[config.mk]
export PLATFORM = sky130hd
export DESIGN_NAME = intr_ctrl_nested_flat
export DESIGN_NICKNAME = d
export VERILOG_FILES = /design/src/rtl/intr_ctrl_nested_if.sv /design/src/rtl/intr_ctrl_nested.sv /design/src/flat_wrapper.sv
export SDC_FILE = /design/constraint.sdc
export NUM_CORES = 1
export LEC_CHECK = 0
export BUFFER_PORTS_ARGS = -buffer_cell sky130_fd_sc_hd__clkbuf_2
export CAP_MARGIN = 20
export CORE_MARGIN = 4
export CORE_UTILIZATION = 56
export DETAILED_ROUTE_END_ITERATION = 6
export PLACE_DENSITY = 0.86
export SYNTH_ARGS = -nofsm -noshare
export SYNTH_HDL_FRONTEND = slang
export SYNTH_SLANG_ARGS = --single-unit
[constraint.sdc]
create_clock -name clk -period 5.5 [get_ports clk]
set_clock_uncertainty 0.2 [all_clocks]
set_input_delay 0.825 -clock clk [delete_from_list [all_inputs] [get_ports clk]]
set_output_delay 0.825 -clock clk [all_outputs]
set_load 0.1 [all_outputs]
[src/rtl/intr_ctrl_nested_if.sv]
// Bundle of source, mask, fetch-handshake and nesting-status signals for the nested interrupt controller.
// The controller uses the slave modport; sources/fetch control use the master modport.
interface intr_ctrl_nested_if #(
  parameter int P_NUM_HARD   = 8,
  parameter int P_CODE_BITS  = 4,
  parameter int P_DEPTH_BITS = 2
);
  logic [P_NUM_HARD-1:0]   i_h_intr;
  logic                    i_s_intr;
  logic [P_CODE_BITS-1:0]  i_s_intr_code;
  logic                    i_gie;
  logic                    i_mask_we;
  logic [P_NUM_HARD-1:0]   i_mask_wdata;
  logic [P_NUM_HARD-1:0]   o_mask;
  logic [P_NUM_HARD-1:0]   o_pending;
  logic                    o_intr_req;
  logic                    i_intr_ack;
  logic [P_CODE_BITS:0]    o_intr_code;
  logic                    i_intr_finish;
  logic [P_DEPTH_BITS-1:0] o_depth;
  logic                    o_intring;
  logic                    o_nest_overflow;

  modport master (
    output i_h_intr, i_s_intr, i_s_intr_code, i_gie, i_mask_we, i_mask_wdata,
           i_intr_ack, i_intr_finish,
    input  o_mask, o_pending, o_intr_req, o_intr_code, o_depth, o_intring, o_nest_overflow
  );

  modport slave (
    input  i_h_intr, i_s_intr, i_s_intr_code, i_gie, i_mask_we, i_mask_wdata,
           i_intr_ack, i_intr_finish,
    output o_mask, o_pending, o_intr_req, o_intr_code, o_depth, o_intring, o_nest_overflow
  );
endinterface

[src/rtl/intr_ctrl_nested.sv]
// Nested interrupt controller: edge-latched maskable hard lines with fixed priority, one soft channel,
// and a priority stack whose depth selects the shadow bank used by fetch, FIFOs and the register file.
module intr_ctrl_nested #(
  parameter int P_NUM_HARD   = 8,
  parameter int P_CODE_BITS  = 4,
  parameter int P_NEST_DEPTH = 2,
  parameter int P_DEPTH_BITS = 2
) (
  input logic               clk,
  input logic               rst,
  intr_ctrl_nested_if.slave bus
);

  localparam logic [0:0] ST_IDLE = 1'b0;
  localparam logic [0:0] ST_REQ  = 1'b1;
  localparam logic [P_DEPTH_BITS-1:0] DEPTH_MAX = P_DEPTH_BITS'(P_NEST_DEPTH);

  logic [0:0]              state_reg;
  logic [P_NUM_HARD-1:0]   h_prev_reg, pending_reg, mask_reg;
  logic [P_NUM_HARD-1:0]   h_rise, eligible, pending_next;
  logic                    soft_pend_reg;
  logic [P_CODE_BITS-1:0]  soft_code_reg;
  logic [P_DEPTH_BITS-1:0] depth_reg, depth_next, push_slot;
  // Stack entries use the same {soft, index} format as the request code.
  logic [P_CODE_BITS:0]    stack_reg [P_NEST_DEPTH];
  logic [P_CODE_BITS:0]    top_entry;
  logic                    req_reg, intring_reg, ovf_reg;
  logic [P_CODE_BITS:0]    code_reg;
  logic                    hard_found, room, top_allows, soft_cand, hard_cand, overflow;
  logic                    do_ack, do_pop;
  logic [P_CODE_BITS-1:0]  hard_idx;

  assign h_rise   = bus.i_h_intr & ~h_prev_reg;
  assign eligible = pending_reg & mask_reg & {P_NUM_HARD{bus.i_gie}};

  always_comb begin
    hard_found = 1'b0;
    hard_idx   = '0;
    for (int i = P_NUM_HARD - 1; i >= 0; i--) begin
      if (eligible[i]) begin
        hard_found = 1'b1;
        hard_idx   = P_CODE_BITS'(i);
      end
    end
  end

  always_comb begin
    top_entry = '0;
    for (int k = 0; k < P_NEST_DEPTH; k++) begin
      if (P_DEPTH_BITS'(k + 1) == depth_reg) top_entry = stack_reg[k];
    end
  end

  assign room       = (depth_reg < DEPTH_MAX);
  assign top_allows = (depth_reg == '0) ||
                      (!top_entry[P_CODE_BITS] && (top_entry[P_CODE_BITS-1:0] > hard_idx));
  assign soft_cand  = soft_pend_reg && room;
  assign hard_cand  = hard_found && room && top_allows;
  assign overflow   = soft_pend_reg && (depth_reg == DEPTH_MAX);

  assign do_ack     = (state_reg == ST_REQ) && bus.i_intr_ack;
  assign do_pop     = bus.i_intr_finish && (depth_reg != '0);
  // A simultaneous pop frees the top slot, so the push lands there.
  assign push_slot  = depth_reg - P_DEPTH_BITS'(do_pop);
  assign depth_next = depth_reg - P_DEPTH_BITS'(do_pop) + P_DEPTH_BITS'(do_ack);

  // A fresh edge wins over the acknowledge clearing the same bit.
  for (genvar gi = 0; gi < P_NUM_HARD; gi++) begin : g_pend
    assign pending_next[gi] = h_rise[gi] ||
        (pending_reg[gi] &&
         !(do_ack && !code_reg[P_CODE_BITS] && (code_reg[P_CODE_BITS-1:0] == P_CODE_BITS'(gi))));
  end

  always_ff @(posedge clk) begin
    if (rst) begin
      for (int k = 0; k < P_NEST_DEPTH; k++) stack_reg[k] <= '0;
    end else if (do_ack) begin
      for (int k = 0; k < P_NEST_DEPTH; k++) begin
        if (push_slot == P_DEPTH_BITS'(k)) stack_reg[k] <= code_reg;
      end
    end
  end

  always_ff @(posedge clk) begin
    if (rst) begin
      state_reg     <= ST_IDLE;
      h_prev_reg    <= '0;
      pending_reg   <= '0;
      mask_reg      <= '0;
      soft_pend_reg <= 1'b0;
      soft_code_reg <= '0;
      depth_reg     <= '0;
      intring_reg   <= 1'b0;
      ovf_reg       <= 1'b0;
      req_reg       <= 1'b0;
      code_reg      <= '0;
    end else begin
      h_prev_reg  <= bus.i_h_intr;
      pending_reg <= pending_next;
      depth_reg   <= depth_next;
      intring_reg <= (depth_next != '0);
      ovf_reg     <= overflow;
      if (bus.i_mask_we) mask_reg <= bus.i_mask_wdata;
      if (bus.i_s_intr) begin
        soft_pend_reg <= 1'b1;
        soft_code_reg <= bus.i_s_intr_code;
      end else if (overflow || (do_ack && code_reg[P_CODE_BITS])) begin
        soft_pend_reg <= 1'b0;
      end
      case (state_reg)
        ST_IDLE: begin
          if (soft_cand) begin
            code_reg  <= {1'b1, soft_code_reg};
            req_reg   <= 1'b1;
            state_reg <= ST_REQ;
          end else if (hard_cand) begin
            code_reg  <= {1'b0, hard_idx};
            req_reg   <= 1'b1;
            state_reg <= ST_REQ;
          end
        end
        default: begin
          if (bus.i_intr_ack) begin
            req_reg   <= 1'b0;
            state_reg <= ST_IDLE;
          end
        end
      endcase
    end
  end

  assign bus.o_mask          = mask_reg;
  assign bus.o_pending       = pending_reg;
  assign bus.o_intr_req      = req_reg;
  assign bus.o_intr_code     = code_reg;
  assign bus.o_depth         = depth_reg;
  assign bus.o_intring       = intring_reg;
  assign bus.o_nest_overflow = ovf_reg;

endmodule

[src/flat_wrapper.sv]
// flat-port wrapper written by rule: the top's interface ports become plain ports
module intr_ctrl_nested_flat 
#(
  parameter int P_NUM_HARD   = 8,
  parameter int P_CODE_BITS  = 4,
  parameter int P_NEST_DEPTH = 2,
  parameter int P_DEPTH_BITS = 2
)
  (clk, rst, bus_i_h_intr, bus_i_s_intr, bus_i_s_intr_code, bus_i_gie, bus_i_mask_we, bus_i_mask_wdata, bus_i_intr_ack, bus_i_intr_finish, bus_o_mask, bus_o_pending, bus_o_intr_req, bus_o_intr_code, bus_o_depth, bus_o_intring, bus_o_nest_overflow);
  intr_ctrl_nested_if #(.P_NUM_HARD(P_NUM_HARD), .P_CODE_BITS(P_CODE_BITS), .P_DEPTH_BITS(P_DEPTH_BITS)) bus_i ();
  input logic clk;
  input logic rst;
  input wire logic [$bits(bus_i.i_h_intr)-1:0] bus_i_h_intr;
  input wire logic [$bits(bus_i.i_s_intr)-1:0] bus_i_s_intr;
  input wire logic [$bits(bus_i.i_s_intr_code)-1:0] bus_i_s_intr_code;
  input wire logic [$bits(bus_i.i_gie)-1:0] bus_i_gie;
  input wire logic [$bits(bus_i.i_mask_we)-1:0] bus_i_mask_we;
  input wire logic [$bits(bus_i.i_mask_wdata)-1:0] bus_i_mask_wdata;
  input wire logic [$bits(bus_i.i_intr_ack)-1:0] bus_i_intr_ack;
  input wire logic [$bits(bus_i.i_intr_finish)-1:0] bus_i_intr_finish;
  output wire logic [$bits(bus_i.o_mask)-1:0] bus_o_mask;
  output wire logic [$bits(bus_i.o_pending)-1:0] bus_o_pending;
  output wire logic [$bits(bus_i.o_intr_req)-1:0] bus_o_intr_req;
  output wire logic [$bits(bus_i.o_intr_code)-1:0] bus_o_intr_code;
  output wire logic [$bits(bus_i.o_depth)-1:0] bus_o_depth;
  output wire logic [$bits(bus_i.o_intring)-1:0] bus_o_intring;
  output wire logic [$bits(bus_i.o_nest_overflow)-1:0] bus_o_nest_overflow;
  assign bus_i.i_h_intr = bus_i_h_intr;
  assign bus_i.i_s_intr = bus_i_s_intr;
  assign bus_i.i_s_intr_code = bus_i_s_intr_code;
  assign bus_i.i_gie = bus_i_gie;
  assign bus_i.i_mask_we = bus_i_mask_we;
  assign bus_i.i_mask_wdata = bus_i_mask_wdata;
  assign bus_i.i_intr_ack = bus_i_intr_ack;
  assign bus_i.i_intr_finish = bus_i_intr_finish;
  assign bus_o_mask = bus_i.o_mask;
  assign bus_o_pending = bus_i.o_pending;
  assign bus_o_intr_req = bus_i.o_intr_req;
  assign bus_o_intr_code = bus_i.o_intr_code;
  assign bus_o_depth = bus_i.o_depth;
  assign bus_o_intring = bus_i.o_intring;
  assign bus_o_nest_overflow = bus_i.o_nest_overflow;
  intr_ctrl_nested #(.P_NUM_HARD(P_NUM_HARD), .P_CODE_BITS(P_CODE_BITS), .P_NEST_DEPTH(P_NEST_DEPTH), .P_DEPTH_BITS(P_DEPTH_BITS)) u_core (.clk(clk), .rst(rst), .bus(bus_i));
endmodule
==> results of run 1 <==
-- logic make-up after synthesis --
group / share of synthesized area (%)
AO/OA/AOI/OAI: 17.98
XOR/XNOR: 0.8365
adder cells (fa/ha/maj): 2.987
buffers and inverters: 2.748
flip-flops: 49.70
multiplexers: 6.750
AND/OR/NAND/NOR: 19.00
-- power breakdown --
part / internal (mW) / switching [mW] / leakage (nW)
clock: 0.130 / 0.117 / 0.0596
combinational: 0.101 / 0.302 / 0.641
sequential: 0.397 / 0.0433 / 0.414
-- cells in the mapped netlist, drive strengths merged --
cell / n
dfxtp: 40
nor2: 18
nand2: 15
a21oi: 14
mux2i: 13
nor2b: 13
o21ai: 12
nand2b: 10
edfxtp: 8
inv: 7
clkbuf: 6
a22oi: 5
ha: 5
and2: 4
nand3: 3
nand3b: 3
nor3: 3
o21a: 3
o31ai: 3
or2: 3
a22o: 2
a31oi: 2
a211oi: 1
a21boi: 1
a21o: 1
a31o: 1
a32oi: 1
a41oi: 1
and3: 1
buf: 1
clkinv: 1
mux2: 1
nor4: 1
o211a: 1
o211ai: 1
o311ai: 1
o32ai: 1
or3: 1
or4b: 1
xnor2: 1
xor2: 1
-- area by class of cell --
cell class | instances | area, um^2
multi-input combinational | 148 | 996.0
clock buffer | 7 | 107.6
tap | 46 | 57.56
inverter | 8 | 30.03
fill | 289 | 967.2
sequential | 48 | 1041
clock inverter | 1 | 8.758
timing repair buffer | 52 | 260.3
-- through the flow --
stage	hold slack [ns]	cell area, um^2	cells	power [mW]	util, %
2_1_floorplan	0.2398	2095	211	0.7738	-
3_3_place_gp	0.2702	2385	302	0.8406	68.76
3_5_place_dp	0.2829	2385	302	0.8493	68.76
4_1_cts	0.2960	2501	310	1.095	72.11
5_1_grt	0.3099	2501	310	1.144	72.11
6_report	0.2911	2501	310	1.091	72.11
-- critical path: cells and delay by family --
family,cells,cell delay [ns]
simple gates,3,0.44
mux,1,0.35
compound gates,4,0.79
fa+ha+maj,1,0.29
buf+inv,1,0.11
-- per-layer routing --
layer	global-route usage [%]	part of all wire, %	vias to the layer above
li1	-	-	853
met1	23.97	43	794
met2	32.31	48	55
met3	6.105	7.1	8
met4	6.508	1.6	0
met5	0	0	-
-- worst paths after layout --
| path | slack, ns | start | end |
|---|---|---|---|
| setup / recovery | 2.68 | bus_i_gie | u_core.bus.o_intr_code[1] |
| hold / removal | 0.29 | u_core.h_prev_reg[3] | u_core.bus.o_pending[3] |
| setup reg to reg | 2.68 | u_core.bus.o_pending[6] | u_core.bus.o_intr_code[1] |
| hold reg to reg | 0.29 | u_core.h_prev_reg[3] | u_core.bus.o_pending[3] |
==> reports/qor.json, run 1 <==
{
  "synth": {
    "synth.yosys.seq_area_share_pct": 49.70,
    "yosysWarningCount": 0,
    "syn-mean-instance-area_um2": 9.927,
    "mappedNetlistArea_um2": 2095,
    "synth_cell_types": 47,
    "register_bit_total_from_synthesis": 48,
    "synth_cells": 211,
    "yosys-top-cells-area": "sky130_fd_sc_hd__dfxtp_1 38%, sky130_fd_sc_hd__edfxtp_1 11%, sky130_fd_sc_hd__mux2i_1 6.2%",
    "synth.top_cell.area_share_pct": 38.23,
    "biggest_area_consumer_among_synthesized_cells": "sky130_fd_sc_hd__dfxtp_1",
    "postSynthNetCount": 243
  },
  "drt": {
    "post-route-drc-count": 0,
    "first_iter_violations": 91,
    "post_drt_wl_per_cell_um": 14.83,
    "ant_nets": 0,
    "viasPerCell": 5.516,
    "route.final.wire_length_um": 4597,
    "num_vias": 1710,
    "detail_route.first_pass.iterations": 4
  },
  "floorplan": {
    "design.die.area_um2": 4782,
    "number_of_top_level_pins": 53,
    "die_width_um": 69.16,
    "core.rowCount": 21,
    "core_area_um2": 3468,
    "chipHeight_um": 69.16,
    "start_util_pct": 60.39
  },
  "placed_design": {
    "place_ws_ns": 2.366,
    "detailedPlacementHpwl_um": 3482,
    "placement.io_buffers": 52,
    "placer_congestion_estimate": 0.9254
  },
  "run_status": {
    "run_status": "complete, no violations"
  },
  "worst_setup_path": {
    "critical_path_peak_fanout": 5,
    "timing.critical_path.arrival_ns": 2.82,
    "crit_slowest_cell": "sky130_fd_sc_hd__mux2_1",
    "timing.critical_path.from_type": "input pin",
    "critical_path.max_stage_delay_ns": 0.35,
    "timing.reg2reg.worst_path_depth": 10,
    "critPathRequiredTime_ns": 5.50,
    "worstPathCellList": "clkbuf_2 -> nand2_1 -> nor3_1 -> or2_2 -> ha_1 -> a31o_1 -> a21oi_1 -> o21ai_1 -> a21boi_2 -> mux2_1",
    "critical_path_class": "input pin to register",
    "crit_path_end_kind": "register"
  },
  "global_route": {
    "grt_pass1_vias": 1603,
    "global_route.usage.total_pct": 19.51,
    "antenna_violations_before_repair": 0,
    "wire_length_of_the_first_global_routing_pass_um": 7500,
    "grt_max_degree": 39,
    "gr-total-overflow": 0
  },
  "clock_network": {
    "hold_buffers": 0,
    "clkSinkCount": 48,
    "cts_buffer_depth": 2,
    "ctsRootBufferMaster": "sky130_fd_sc_hd__clkbuf_8",
    "cts_tree": "done",
    "cts.htree.levels": 2,
    "cts_made_buffers": 5,
    "clkTransAtPathRegs_ns": 0.09,
    "post_cts_resize_count": 0,
    "cts_setup_buffers": 0,
    "clk_latency_ns": 0.30
  },
  "flow_run": {
    "cap_viol_max_count": 0
  },
  "timing": {
    "fmaxAchievable_mhz": 354.3,
    "tightest_slew_ns": 0.7670,
    "slew_violations": 0,
    "final_min_period_over_clock_period_pct": 51.32,
    "fin_setup_tns_ns": 0,
    "timing_hold_violations_final": 0,
    "report.final.setup_viol": 0,
    "rsz_0062_raised_after_global_routing": "false",
    "final.setup.worst_slack_ns": 2.678,
    "post-route-min-period_ns": 2.822,
    "relSlewSlack_pct": 48.43
  },
  "min_path": {
    "timing.hold.worst.class": "register to register",
    "worst_hold_path.num_cells": 2
  },
  "power": {
    "power.ir.vdd_worst_mv": 0.2972,
    "leakage_power_nw": 1.114,
    "pwr_density_cell_nw_per_um2": 436.3
  },
  "cells_and_area": {
    "layout_commonest_cell": "sky130_fd_sc_hd__clkbuf_2",
    "finalNetCount": 295,
    "layout-area-overhead-vs-synth_pct": 19.41,
    "final_cell_mix": "52 x sky130_fd_sc_hd__clkbuf_2, 40 x sky130_fd_sc_hd__dfxtp_1, 17 x sky130_fd_sc_hd__nor2_1, 15 x sky130_fd_sc_hd__nand2_1",
    "num_antenna_cells": 0,
    "post_route_cells_drive_above_1_share_pct": 27.27
  }
}
Power figures use the tool's default switching activity.
==> run 2: changes to the inputs <==
--- a/config.mk
+++ b/config.mk
@@ -8,9 +8,9 @@
 export BUFFER_PORTS_ARGS = -buffer_cell sky130_fd_sc_hd__clkbuf_2
 export CAP_MARGIN = 20
 export CORE_MARGIN = 4
-export CORE_UTILIZATION = 56
+export CORE_UTILIZATION = 52
 export DETAILED_ROUTE_END_ITERATION = 6
-export PLACE_DENSITY = 0.86
+export PLACE_DENSITY = 0.8
 export SYNTH_ARGS = -nofsm -noshare
 export SYNTH_HDL_FRONTEND = slang
 export SYNTH_SLANG_ARGS = --single-unit
==> constraint.sdc (replaced) <==
create_clock -name clk -period 2.9 [get_ports clk]
set_clock_uncertainty 0.2 [all_clocks]
set_input_delay 0.435 -clock clk [delete_from_list [all_inputs] [get_ports clk]]
set_output_delay 0.435 -clock clk [all_outputs]
set_load 0.1 [all_outputs]
==> run 2 against run 1 <==
Effect of this change: routed wire length grew 4.6%; sequential power grew 91%; non-clock buffer count grew 3; utilization shrank 4.6 points; total power grew 90%; critical endpoint unchanged; largest power group unchanged; first-iteration DRC count grew 31%; die area grew 6.8%; largest cell class unchanged; sequential cell count is the same; clock power grew 83%.
==> reports/qor.json, run 2 (synthesis results as in run 1) <==
{
  "run_status": {
    "run_status": "complete, no violations"
  },
  "clock_network": {
    "clkSinkCount": {"value": 48, "change": "unchanged"},
    "cts_buffer_depth": {"value": 2, "change": "unchanged"},
    "cts_tree": "done",
    "clkTransAtPathRegs": {"value": 0.09, "unit": "ns", "change": "about the same"},
    "cts.htree.levels": {"value": 2, "change": "unchanged"},
    "hold_buffers": {"value": 0, "change": "unchanged"},
    "cts_setup_buffers": {"value": 0, "change": "unchanged"},
    "clk_latency": {"value": 0.31, "unit": "ns", "change": "about the same"},
    "ctsRootBufferMaster": "sky130_fd_sc_hd__clkbuf_8",
    "post_cts_resize_count": {"value": 0, "change": "unchanged"},
    "cts_made_buffers": {"value": 5, "change": "unchanged"}
  },
  "drt": {
    "ant_nets": {"value": 0, "change": "unchanged"},
    "num_vias": {"value": 1703, "change": "-0.41%"},
    "first_iter_violations": {"value": 119, "change": "+31%"},
    "detail_route.first_pass.iterations": {"value": 4, "change": "unchanged"},
    "route.final.wire_length": {"value": 4810, "unit": "um", "change": "+4.6%"},
    "post-route-drc-count": {"value": 0, "change": "unchanged"},
    "viasPerCell": {"value": 5.406, "change": "-2.0%"},
    "post_drt_wl_per_cell": {"value": 15.27, "unit": "um", "change": "+3.0%"}
  },
  "cells_and_area": {
    "stdcell_area": {"value": 2545, "unit": "um^2", "change": "+1.8%"},
    "post_route_cells_drive_above_1_share": {"value": 34.83, "unit": "%", "change": "+7.6 points"},
    "layout_commonest_cell": "sky130_fd_sc_hd__clkbuf_2",
    "stdcell_count": {"value": 315, "change": "+1.6%"},
    "postLayoutCoreUtil": {"value": 67.49, "unit": "%", "change": "-4.6 points"},
    "num_antenna_cells": {"value": 0, "change": "unchanged"},
    "finalNetCount": {"value": 298, "change": "+1.0%"},
    "final_cell_mix": "52 x sky130_fd_sc_hd__clkbuf_2, 22 x sky130_fd_sc_hd__dfxtp_1, 17 x sky130_fd_sc_hd__nor2_1, 15 x sky130_fd_sc_hd__nand2_1, 15 x sky130_fd_sc_hd__dfxtp_2",
    "layout-area-overhead-vs-synth_pct": 21.51
  },
  "timing": {
    "slew_violations": {"value": 0, "change": "unchanged"},
    "fmaxAchievable_mhz": 370.2,
    "tightest_slew": {"value": 0.5670, "unit": "ns", "change": "-0.2000 ns"},
    "report.final.setup_viol": {"value": 0, "change": "unchanged"},
    "relSlewSlack": {"value": 61.88, "unit": "%", "change": "+13 points"},
    "fin_hold_ws": {"value": 0.1500, "unit": "ns", "change": "-0.1410 ns"},
    "timing_hold_violations_final": {"value": 0, "change": "unchanged"},
    "post-route-min-period_ns": 2.702,
    "final.setup.worst_slack": {"value": 0.1985, "unit": "ns", "change": "-2.479 ns"},
    "rsz_0062_raised_after_global_routing": "false",
    "fin_setup_tns": {"value": 0, "unit": "ns", "change": "unchanged"},
    "final_min_period_over_clock_period_pct": 93.16
  },
  "worst_setup_path": {
    "regToRegStartpoint": "u_core.bus.o_pending[6]",
    "critical_path_peak_fanout": {"value": 4, "change": "-1"},
    "crit_path_end_kind": "register",
    "timing.critical_path.from_type": "register",
    "timing.reg2reg.worst_path_depth": {"value": 10, "change": "unchanged"},
    "crit_slowest_cell": "sky130_fd_sc_hd__dfxtp_4",
    "critical_path.max_stage_delay": {"value": 0.38, "unit": "ns", "change": "+0.03 ns"},
    "cp_num_buf_inv": {"value": 0, "change": "-1"},
    "worstPathCellList": "nand2_1 -> a32oi_1 -> nor3_1 -> or2_2 -> ha_1 -> a31o_1 -> a21oi_1 -> o21ai_1 -> a21boi_2 -> mux2_1",
    "timing.critical_path.arrival": {"value": 2.71, "unit": "ns", "change": "-0.11 ns"},
    "path_delay_family": "compound AO/OA/AOI/OAI gates",
    "ff2ff_setup_slack": {"value": 0.20, "unit": "ns", "change": "-2.48 ns"},
    "crit-reg2reg-capture": "u_core.bus.o_intr_code[1]",
    "critical_path_class": "register to register",
    "critPathRequiredTime": {"value": 2.91, "unit": "ns", "change": "-2.59 ns"}
  },
  "power": {
    "leakage_power": {"value": 1.133, "unit": "nW", "change": "+1.6%"},
    "power.ir.vdd_worst": {"value": 0.5538, "unit": "mV", "change": "+86%"},
    "fin_total_pwr": {"value": 2.075, "unit": "mW", "change": "+90%"},
    "pwr_density_cell": {"value": 815.3, "unit": "nW/um^2", "change": "+87%"}
  },
  "global_route": {
    "antenna_violations_before_repair": {"value": 0, "change": "unchanged"},
    "grt_pass1_vias": {"value": 1680, "change": "+4.8%"},
    "grt_max_degree": {"value": 23, "change": "-41%"},
    "global_route.usage.total": {"value": 19.87, "unit": "%", "change": "+0.36 points"},
    "gr-total-overflow": {"value": 0, "change": "unchanged"},
    "wire_length_of_the_first_global_routing_pass": {"value": 7886, "unit": "um", "change": "+5.1%"}
  },
  "min_path": {
    "start_point_of_the_worst_hold_path": "bus_i_h_intr[3]",
    "timing.hold.worst.class": "input pin to register",
    "timing.hold.worst_endpoint": "u_core.h_prev_reg[3]",
    "worst_hold_path.num_cells": {"value": 2, "change": "unchanged"}
  },
  "placed_design": {
    "placer_congestion_estimate": {"value": 0.8977, "change": "-3.0%"},
    "placed_cell_area": {"value": 2440, "unit": "um^2", "change": "+2.3%"},
    "place_ws": {"value": 0.2055, "unit": "ns", "change": "-2.160 ns"},
    "detailedPlacementHpwl": {"value": 3679, "unit": "um", "change": "+5.7%"},
    "placement.io_buffers": {"value": 52, "change": "unchanged"},
    "placed_cell_count": {"value": 307, "change": "+1.7%"}
  },
  "floorplan": {
    "chipHeight": {"value": 71.47, "unit": "um", "change": "+3.3%"},
    "die_width": {"value": 71.47, "unit": "um", "change": "+3.3%"},
    "core_area": {"value": 3771, "unit": "um^2", "change": "+8.7%"},
    "start_util": {"value": 55.54, "unit": "%", "change": "-4.8 points"},
    "number_of_top_level_pins": {"value": 53, "change": "unchanged"},
    "core.rowCount": {"value": 22, "change": "+4.8%"},
    "design.die.area": {"value": 5107, "unit": "um^2", "change": "+6.8%"}
  },
  "flow_run": {
    "cap_viol_max_count": {"value": 0, "change": "unchanged"}
  }
}
## run 2: cell count changes in the layout (fill, tap and decap cells not counted), sizes merged
cell,change
inv,+1
clkbuf,-1
buf,+3
## run 2: where the power goes
| part | total, mW | switching (mW) | internal [mW] |
|---|---|---|---|
| combinational | 0.779 | 0.576 | 0.203 |
| clock | 0.452 | 0.230 | 0.221 |
| sequential | 0.844 | 0.0819 | 0.762 |
## run 2: worst max path at each step
stage | start | endpoint | cells after the start
floorplan | u_core.bus.o_pending[2] | u_core.bus.o_intr_code[1] | 10
detailed placement | bus_i_gie | u_core.bus.o_intr_code[1] | 10
global route | u_core.bus.o_pending[4] | u_core.bus.o_intr_code[2] | 10
finish | u_core.bus.o_pending[6] | u_core.bus.o_intr_code[1] | 10
CTS | u_core.bus.o_pending[6] | u_core.bus.o_intr_code[1] | 10
global placement | bus_i_gie | u_core.bus.o_intr_code[1] | 10
## run 2: per-layer routing
metal / up-vias / wire length [um] / global-route usage, %
li1: 860 / - / -
met5: - / 0 / 0
met4: 0 / 80 / 7.516
met3: 7 / 295 / 5.470
met2: 44 / 2251 / 32.45
met1: 792 / 2183 / 25.00
## run 2: cell type report
| type | instances | area (um^2) |
|---|---|---|
| Fill cell | 319 | 1226 |
| Timing Repair Buffer | 55 | 282.8 |
| Clock inverter | 2 | 11.26 |
| Clock buffer | 6 | 93.84 |
| Multi-Input combinational cell | 148 | 996.0 |
| Tap cell | 48 | 60.06 |
| Inverter | 8 | 30.03 |
| Sequential cell | 48 | 1071 |
